**src/rtl/pl_rv32_decode_stage.sv**
```systemverilog
// pl_rv32_decode_stage: RV32 decode into a registered ID/EX control bundle with load-use stall, flush and divide sequencing
module pl_rv32_decode_stage #(
  parameter bit ENABLE_M   = 1'b0,
  parameter int DIV_CYCLES = 32,
  parameter bit ENABLE_CSR = 1'b1
) (
  input  logic        clk,
  input  logic        rst,
  input  logic        id_valid,
  output logic        id_ready,
  input  logic [31:0] id_instr,
  input  logic        flush,
  input  logic        csr_illegal_access,
  input  logic        ex_ready,
  output logic        ex_valid,
  output logic [4:0]  ex_alu_op,
  output logic [1:0]  ex_src_a_sel,
  output logic        ex_src_b_sel,
  output logic [2:0]  ex_imm_sel,
  output logic [1:0]  ex_wb_sel,
  output logic        ex_reg_write_en,
  output logic        ex_mem_read_en,
  output logic        ex_mem_write_en,
  output logic        ex_csr_write_en,
  output logic [4:0]  ex_rd,
  output logic [4:0]  ex_rs1,
  output logic [4:0]  ex_rs2,
  output logic [11:0] ex_csr_addr,
  output logic        ex_illegal
);
  localparam logic [4:0] ALU_ADD = 5'd0, ALU_SUB = 5'd1, ALU_SLL = 5'd2, ALU_SLT = 5'd3, ALU_SLTU = 5'd4,
                         ALU_XOR = 5'd5, ALU_SRL = 5'd6, ALU_SRA = 5'd7, ALU_OR = 5'd8, ALU_AND = 5'd9,
                         ALU_PASS_B = 5'd10, ALU_MUL = 5'd11, ALU_DIV = 5'd15;
  localparam logic [5:0] DIV_LOAD = 6'(DIV_CYCLES - 1);
  typedef enum logic {RUN, MD_BUSY} state_t;
  state_t state;
  logic [5:0] cnt;
  logic [6:0] opc, f7;
  logic [2:0] f3;
  logic [4:0] rd, rs1, rs2;
  logic [4:0] d_alu;
  logic [1:0] d_src_a, d_wb;
  logic       d_src_b, d_rw, d_mr, d_mw, d_cw, d_illegal, use1, use2;
  logic [2:0] d_imm;
  logic       hazard, accept, is_div;
  assign opc = id_instr[6:0];
  assign rd  = id_instr[11:7];
  assign f3  = id_instr[14:12];
  assign rs1 = id_instr[19:15];
  assign rs2 = id_instr[24:20];
  assign f7  = id_instr[31:25];
  function automatic logic [4:0] alu_of(input logic [2:0] f, input logic alt);
    case (f)
      3'd0:    alu_of = alt ? ALU_SUB : ALU_ADD;
      3'd1:    alu_of = ALU_SLL;
      3'd2:    alu_of = ALU_SLT;
      3'd3:    alu_of = ALU_SLTU;
      3'd4:    alu_of = ALU_XOR;
      3'd5:    alu_of = alt ? ALU_SRA : ALU_SRL;
      3'd6:    alu_of = ALU_OR;
      default: alu_of = ALU_AND;
    endcase
  endfunction
  always_comb begin
    d_illegal = 1'b1;
    d_alu     = ALU_ADD;
    d_src_a   = 2'd0;
    d_src_b   = 1'b0;
    d_imm     = 3'd0;
    d_wb      = 2'd0;
    d_rw      = 1'b0;
    d_mr      = 1'b0;
    d_mw      = 1'b0;
    d_cw      = 1'b0;
    use1      = 1'b0;
    use2      = 1'b0;
    case (opc)
      7'h03: if (f3 != 3'd3 && f3 != 3'd6 && f3 != 3'd7) begin
        d_illegal = 1'b0; d_src_b = 1'b1; d_wb = 2'd1; d_mr = 1'b1; d_rw = 1'b1; use1 = 1'b1;
      end
      7'h23: if (f3 < 3'd3) begin
        d_illegal = 1'b0; d_src_b = 1'b1; d_imm = 3'd1; d_mw = 1'b1; use1 = 1'b1; use2 = 1'b1;
      end
      7'h13: if (f3 == 3'd1 ? f7 == 7'h00 : (f3 != 3'd5 || f7 == 7'h00 || f7 == 7'h20)) begin
        d_illegal = 1'b0; d_src_b = 1'b1; d_rw = 1'b1; use1 = 1'b1;
        d_alu = alu_of(f3, f3 == 3'd5 && f7[5]);
      end
      7'h33: if (f7 == 7'h00 || (f7 == 7'h20 && (f3 == 3'd0 || f3 == 3'd5))) begin
        d_illegal = 1'b0; d_rw = 1'b1; use1 = 1'b1; use2 = 1'b1; d_alu = alu_of(f3, f7[5]);
      end else if (ENABLE_M && f7 == 7'h01) begin
        d_illegal = 1'b0; d_rw = 1'b1; use1 = 1'b1; use2 = 1'b1; d_alu = ALU_MUL + 5'(f3);
      end
      7'h37: begin
        d_illegal = 1'b0; d_imm = 3'd3; d_src_a = 2'd2; d_src_b = 1'b1; d_alu = ALU_PASS_B; d_rw = 1'b1;
      end
      7'h17: begin
        d_illegal = 1'b0; d_imm = 3'd3; d_src_a = 2'd1; d_src_b = 1'b1; d_rw = 1'b1;
      end
      7'h6F: begin
        d_illegal = 1'b0; d_imm = 3'd4; d_src_a = 2'd1; d_src_b = 1'b1; d_wb = 2'd2; d_rw = 1'b1;
      end
      7'h67: if (f3 == 3'd0) begin
        d_illegal = 1'b0; d_src_b = 1'b1; d_wb = 2'd2; d_rw = 1'b1; use1 = 1'b1;
      end
      7'h63: if (f3 != 3'd2 && f3 != 3'd3) begin
        d_illegal = 1'b0; d_imm = 3'd2; d_src_a = 2'd1; d_src_b = 1'b1; use1 = 1'b1; use2 = 1'b1;
      end
      // the immediate CSR forms carry zimm in the rs1 field, so they read no register
      7'h73: if (ENABLE_CSR && f3[1:0] != 2'd0 && !csr_illegal_access) begin
        d_illegal = 1'b0; d_wb = 2'd3; d_rw = 1'b1; use1 = !f3[2];
        d_src_a = f3[2] ? 2'd2 : 2'd0;
        d_cw = !(f3[1] && rs1 == 5'd0);
      end
      default: ;
    endcase
    if (rd == 5'd0) d_rw = 1'b0;
  end
  assign hazard = ex_valid && ex_mem_read_en && ex_rd != 5'd0 &&
                  ((use1 && rs1 == ex_rd) || (use2 && rs2 == ex_rd));
  assign id_ready = !rst && (!ex_valid || ex_ready) && state == RUN && !hazard;
  assign accept = id_valid && id_ready;
  assign is_div = !d_illegal && d_alu >= ALU_DIV;
  always_ff @(posedge clk) begin
    if (rst) begin
      state           <= RUN;
      cnt             <= '0;
      ex_valid        <= 1'b0;
      ex_alu_op       <= '0;
      ex_src_a_sel    <= '0;
      ex_src_b_sel    <= 1'b0;
      ex_imm_sel      <= '0;
      ex_wb_sel       <= '0;
      ex_reg_write_en <= 1'b0;
      ex_mem_read_en  <= 1'b0;
      ex_mem_write_en <= 1'b0;
      ex_csr_write_en <= 1'b0;
      ex_rd           <= '0;
      ex_rs1          <= '0;
      ex_rs2          <= '0;
      ex_csr_addr     <= '0;
      ex_illegal      <= 1'b0;
    end else if (flush) begin
      state    <= RUN;
      cnt      <= '0;
      ex_valid <= 1'b0;
    end else if (state == MD_BUSY) begin
      cnt <= cnt - 6'd1;
      if (cnt == 6'd1) state <= RUN;
    end else if (accept) begin
      ex_valid        <= 1'b1;
      ex_alu_op       <= d_alu;
      ex_src_a_sel    <= d_src_a;
      ex_src_b_sel    <= d_src_b;
      ex_imm_sel      <= d_imm;
      ex_wb_sel       <= d_wb;
      ex_reg_write_en <= d_rw;
      ex_mem_read_en  <= d_mr;
      ex_mem_write_en <= d_mw;
      ex_csr_write_en <= d_cw;
      ex_rd           <= rd;
      ex_rs1          <= rs1;
      ex_rs2          <= rs2;
      ex_csr_addr     <= id_instr[31:20];
      ex_illegal      <= d_illegal;
      if (is_div) begin
        cnt <= DIV_LOAD;
        if (DIV_LOAD != 6'd0) state <= MD_BUSY;
      end
    end else if (ex_ready) begin
      ex_valid <= 1'b0;
    end
  end
endmodule

```
**config.mk**
```make
export PLATFORM = sky130hd
export DESIGN_NAME = pl_rv32_decode_stage
export DESIGN_NICKNAME = d
export VERILOG_FILES = /design/src/rtl/pl_rv32_decode_stage.sv
export SDC_FILE = /design/constraint.sdc
export NUM_CORES = 1
export LEC_CHECK = 0
export CAP_MARGIN = 20
export CORE_UTILIZATION = 48
export DETAILED_ROUTE_END_ITERATION = 6
export PLACE_DENSITY = 0.84
export SLEW_MARGIN = 0
export SYNTH_ARGS = -nofsm -noshare
export SYNTH_HDL_FRONTEND = slang
export SYNTH_SLANG_ARGS = --single-unit
export TNS_END_PERCENT = 5
```
**constraint.sdc**
```tcl
create_clock -name clk -period 2.4 [get_ports clk]
set_clock_uncertainty 0.15 [all_clocks]
set_input_delay 0.24 -clock clk [delete_from_list [all_inputs] [get_ports clk]]
set_output_delay 0.24 -clock clk [all_outputs]
set_load 0.01 [all_outputs]
```
Yosys cells after proc, flatten, opt, wreduce, memory -nomap -nowiden. Index checks and enable logic that the tools add are counted.

Flip-flop bits (word level): 53. Bits of input ports: 38. Output and inout bits: 47. Logic and storage cells: 148.

Add/sub/neg operators: 1. $lt $le $gt $ge: 2. Eq/ne operators: 25. Muxes and demuxes: 55. Bitwise operators: 2. Reduce and logical (&&, ||, !) cells: 46.

Operator list (number): 4-bit case mux with 7 select lines (2); 1-bit 2-to-1 mux (34); 7-bit by 6-bit == test with 1-bit output, second input constant (4); 7-bit == test, second input constant (4); 6-bit 2-to-1 mux (3); 1-bit logical AND (17); 2-bit case mux with 4 select lines (2); 7-bit by 5-bit == test with 1-bit output, second input constant (2); 1-bit case mux with 6 select lines (2); 3-bit case mux with 4 select lines (1); 4-bit case mux with 3 select lines (1); 5-bit == test (2); 5-bit zero test (2); 2-bit 2-to-1 mux (5); 3-bit == test, second input constant (3); 3-bit inequality test, second input constant (3); 4-bit 2-to-1 mux (2); 1-bit case mux with 8 select lines (1); 2-bit nonzero test (4); 7-bit by 2-bit == test with 1-bit output, second input constant (1); 1-bit zero test (7); 7-bit zero test (1); 1-bit case mux with 7 select lines (1); 3-bit by 2-bit == test with 1-bit output, second input constant (2); 15 further kinds (25).

Logic depth before layout (Yosys ltp).
Word-level depth: 14. Depth in mapped cells: 8. Mapped depth without buffers: 6.

Least setup slack after synthesis. OpenSTA, ideal clock, no wires.

Path kind: input port to flip-flop. Start point: input port id_instr[3]. End point: register ex_alu_op[2]. Library setup time: 121 ps. Data arrival time: 1896 ps. Required time: 2129 ps. Slack: 232 ps. Cell stages on the path: 8. Buffers on the path: 2. Cells stage by stage: buf_2 > and4bb_2 > nand2_1 > o32ai_4 > nor3_2 > o21ai_4 > buf_6 > mux2_4.

Word-level cells in the longest chain between the ends: 9. Elaborated cells on any way between the ends: 19. Those cells by class: eq/ne: 8; mux: 3; reduce/logical: 8.

RTL lines: start, declared (RTL line 11) `input logic [31:0] id_instr,`; 7-bit == test (tied with other cells) (RTL line 77) `case (opc)`; 1-bit case mux with 7 select lines / 1-bit case mux with 3 select lines (equally long branches) (RTL line 77); 1-bit logical AND (RTL line 119) `((use1 && rs1 == ex_rd) || (use2 && rs2 == ex_rd));`; 1-bit logical OR (RTL line 119); 1-bit logical AND (RTL line 118) `assign hazard = ex_valid && ex_mem_read_en && ex_rd != 5'd0 &&`; 1-bit zero test (RTL line 120) `assign id_ready = !rst && (!ex_valid || ex_ready) && state == RUN && !hazard;`; 1-bit logical AND (RTL line 120); 1-bit logical AND (RTL line 121) `assign accept = id_valid && id_ready;`; 3-bit AND reduction (no line); end signal, assigned (RTL line 151) `ex_alu_op <= d_alu;`; end, declared (RTL line 16) `output logic [4:0] ex_alu_op,`.

Several ways; a longest one is shown, not always the timed one. A chain may end at the register's enable or synchronous reset.

Worst setup path after layout.
Start point: input port id_instr[4]. End point: output port id_ready.

Word-level cells in the longest chain between the ends: 7. Elaborated cells on any way between the ends: 15. Those cells by class: eq/ne: 7; mux: 2; reduce/logical: 6.

RTL lines: 7-bit == test (tied with other cells) (RTL line 77); 1-bit case mux with 7 select lines / 1-bit case mux with 3 select lines (equally long branches) (RTL line 77); 1-bit logical AND (RTL line 119); 1-bit logical OR * (RTL line 119); 1-bit logical AND * (RTL line 118); 1-bit zero test * (RTL line 120); 1-bit logical AND * (RTL line 120); end, declared (RTL line 10) `output logic id_ready,`.

Every way passes the cells marked *; elsewhere a longest branch is shown, timed or not.

==> results.toml <==
[floorplanning]
rows = 27
dieArea_mm2 = 0.00628
ios = 85
die-height_um = 79.3
core-area_mm2 = 0.00564
start_util = 0.508
die_w_um = 79.3

[timing]
report.final.setup_viol = 0
max_clock_freq_mhz = 418
final_max_slew_viol_count = 0
setup_slack_ns = 0.00970
finalSetupTns_ns = 0
period_share = 0.996
hold_viol_final = 0
finalWorstPathRequiredPeriod_ns = 2.39

[run_status]
status = "complete, no violations"

[power]
p_switching_uw = 475
power_frac_comb = 0.235
totalPowerFinal_uw = 1830
p_per_area_mw_per_mm2 = 420
leakagePower_uw = 0.00190
ir_drop_mv = 0.422
p_int_uw = 1360
seqPwrFrac = 0.448
swShare = 0.260
pwr-share-clk = 0.317

[route]
drc = 0
initialDrtViolationCount = 152
routedWlPerCell_um = 16.9
final_antenna_net_count = 0
viasPerCell = 5.52
routed_wl_um = 8520
via_count = 2776
first_pass_iters = 4

[grt]
antenna_found_initial = 0
grt_pass1_vias = 2683
grtUsageTotal = 0.256
grt_pass1_wl_um = 12600
grt_max_degree = 49
grt_overflow = 0

[yosys]
ys.flop_type = "dfxtp_1"
synth_area_leaders = "dfxtp_1, mux2_4, nor2b_1"
synth_area_mm2 = 0.00287
yosysUniqueCellTypes = 55
yosysTopAreaCellShare = 0.328
synth-edff-count = 0
syn_inst = 305
synth.most_common_cell = "dfxtp_1"
async_flop_share = 0
yosysTopAreaCell = "dfxtp_1"
yosysSeqAreaShare = 0.328
avgSynthCellArea_um2 = 9.40
syn_nets = 345
yosysWarnings = 0
synthTopCellsByCount = "dfxtp_1, nor2b_1, mux2_4"
synth_seq_cells = 47

[final_layout]
fillCellCount = 365
multi_input_area_mm2 = 0.00184
final_area_mm2 = 0.00436
area_delta_synth_final_pct = 52.1
nets = 471
drive_gt1_frac = 0.271
regArea_um2 = 942
antenna_cells = 0

[setup_path]
crit_slowest_cell = "clkdlybuf4s50_1"
slowest_delay_ns = 0.59
crit_type = "in2out"
start_kind = "input port"
path_cells = "clkdlybuf4s50_1 > nor2b_2 > nand2_1 > o32ai_4 > nor3_4 > o211a_1 > buf_6"
required_ns = 2.01
worst_setup_path_end_kind = "output port"
crit_family = "buffers and inverters"
r2r_slack_ns = 0.10
worst-path-max-fanout = 5
path_buf_inv = 2
cp_data_arrival_time_ns = 2.00

[place]
dp_hpwl_um = 5810
io_buffers = 83
placed_area_mm2 = 0.00404
detailedPlace.worstSlack_ns = -0.440
routabilityCongestion = 0.964

[cts]
path_clk_slew_ns = 0.08
root_buffer = "clkbuf_8"
cts.path.max_buffers = 2
cts_tree = "done"
clock_latency_ns = 0.31
cts_made_buffers = 5
htreeDepth = 2
cts_sinks = 47

[run]
cap_violations = 0

[min_path]
hp-class = "in2reg"
## cell families after synthesis
kind of cell | after synthesis | share of synthesized area
other cells | 1 | 0.00131
fa+ha+maj | 2 | 0.00873
xor+xnor | 15 | 0.0458
mux | 39 | 0.182
buf+inv | 30 | 0.0615
flops | 47 | 0.328
simple gates | 122 | 0.250
compound gates | 49 | 0.123
## area by class of cell
class                      count  area share
timing repair buffer         144       0.312
clock buffer                   5      0.0158
tap                           72      0.0207
clock inverter                 2     0.00861
multi-input combinational    228       0.423
inverter                       5     0.00430
sequential                    47       0.216
## what timing repair did
action                                  4_1_cts  5_1_grt
gates cloned                                  0        3
setup buffers                                 0        6
endpoints found under the setup margin        7       37
resized for setup                            14       26
pin swaps                                     4       11
hold buffers                                  0        0
## power by group through the flow
| stage | Sequential [µW] | Combinational, µW | Clock (µW) |
|---|---|---|---|
| finish | 820 | 431 | 580 |
| floorplan | 848 | 175 | 0 |
| global route | 823 | 457 | 619 |
| CTS | 819 | 395 | 584 |
| global placement | 836 | 384 | 0 |
| detailed placement | 837 | 390 | 0 |
## registers in the layout (all words and copies together) (netlist names), 2 cells and up
signal,cells
ex_rd,5
ex_alu_op,4
ex_imm_sel,3
ex_rs1,5
ex_wb_sel,2
ex_src_a_sel,2
ex_rs2,4
ex_csr_addr,8
cnt,6
## layout by cell type (no fill, tap or decap), types with 7 or more instances in the layout
master / netlist / layout
xnor2_1: 8 / 8
a21oi_1: 13 / 13
nor2b_1: 29 / 28
nand2b_1: 19 / 18
mux2i_1: 13 / 13
dlymetal6s2s_1: 0 / 7
dfxtp_1: 47 / 46
clkdlybuf4s50_1: 0 / 72
o21ai_0: 8 / 7
nor2_1: 18 / 17
nand2_1: 13 / 13
mux2_4: 26 / 26
buf_4: 7 / 53
xor2_1: 7 / 7
## final timing paths
path	startpoint	to	cells past startpoint
worst max-delay path	id_instr[4]	id_ready	7
worst max register to register	ex_rd[3]	ex_rd[1]	7
worst min-delay path	id_instr[25]	ex_csr_addr[5]	2
worst min register to register	ex_alu_op[3]	ex_alu_op[3]	2
## per-stage QoR
stage	hold WS, ns	utilization	cells
2_1_floorplan	0.233	-	305
3_3_place_gp	0.314	0.716	488
3_5_place_dp	0.322	0.716	488
4_1_cts	0.280	0.739	495
5_1_grt	0.103	0.773	503
6_report	0.0869	0.773	503
## metal layers
metal | vias up | wire length [µm] | track usage
met5 | - | 0 | 0
met4 | 0 | 348 | 0.111
met3 | 32 | 525 | 0.0402
met2 | 113 | 4110 | 0.438
met1 | 1312 | 3540 | 0.316
li1 | 1319 | - | -
Note: power is estimated with default switching activity, not from simulation.
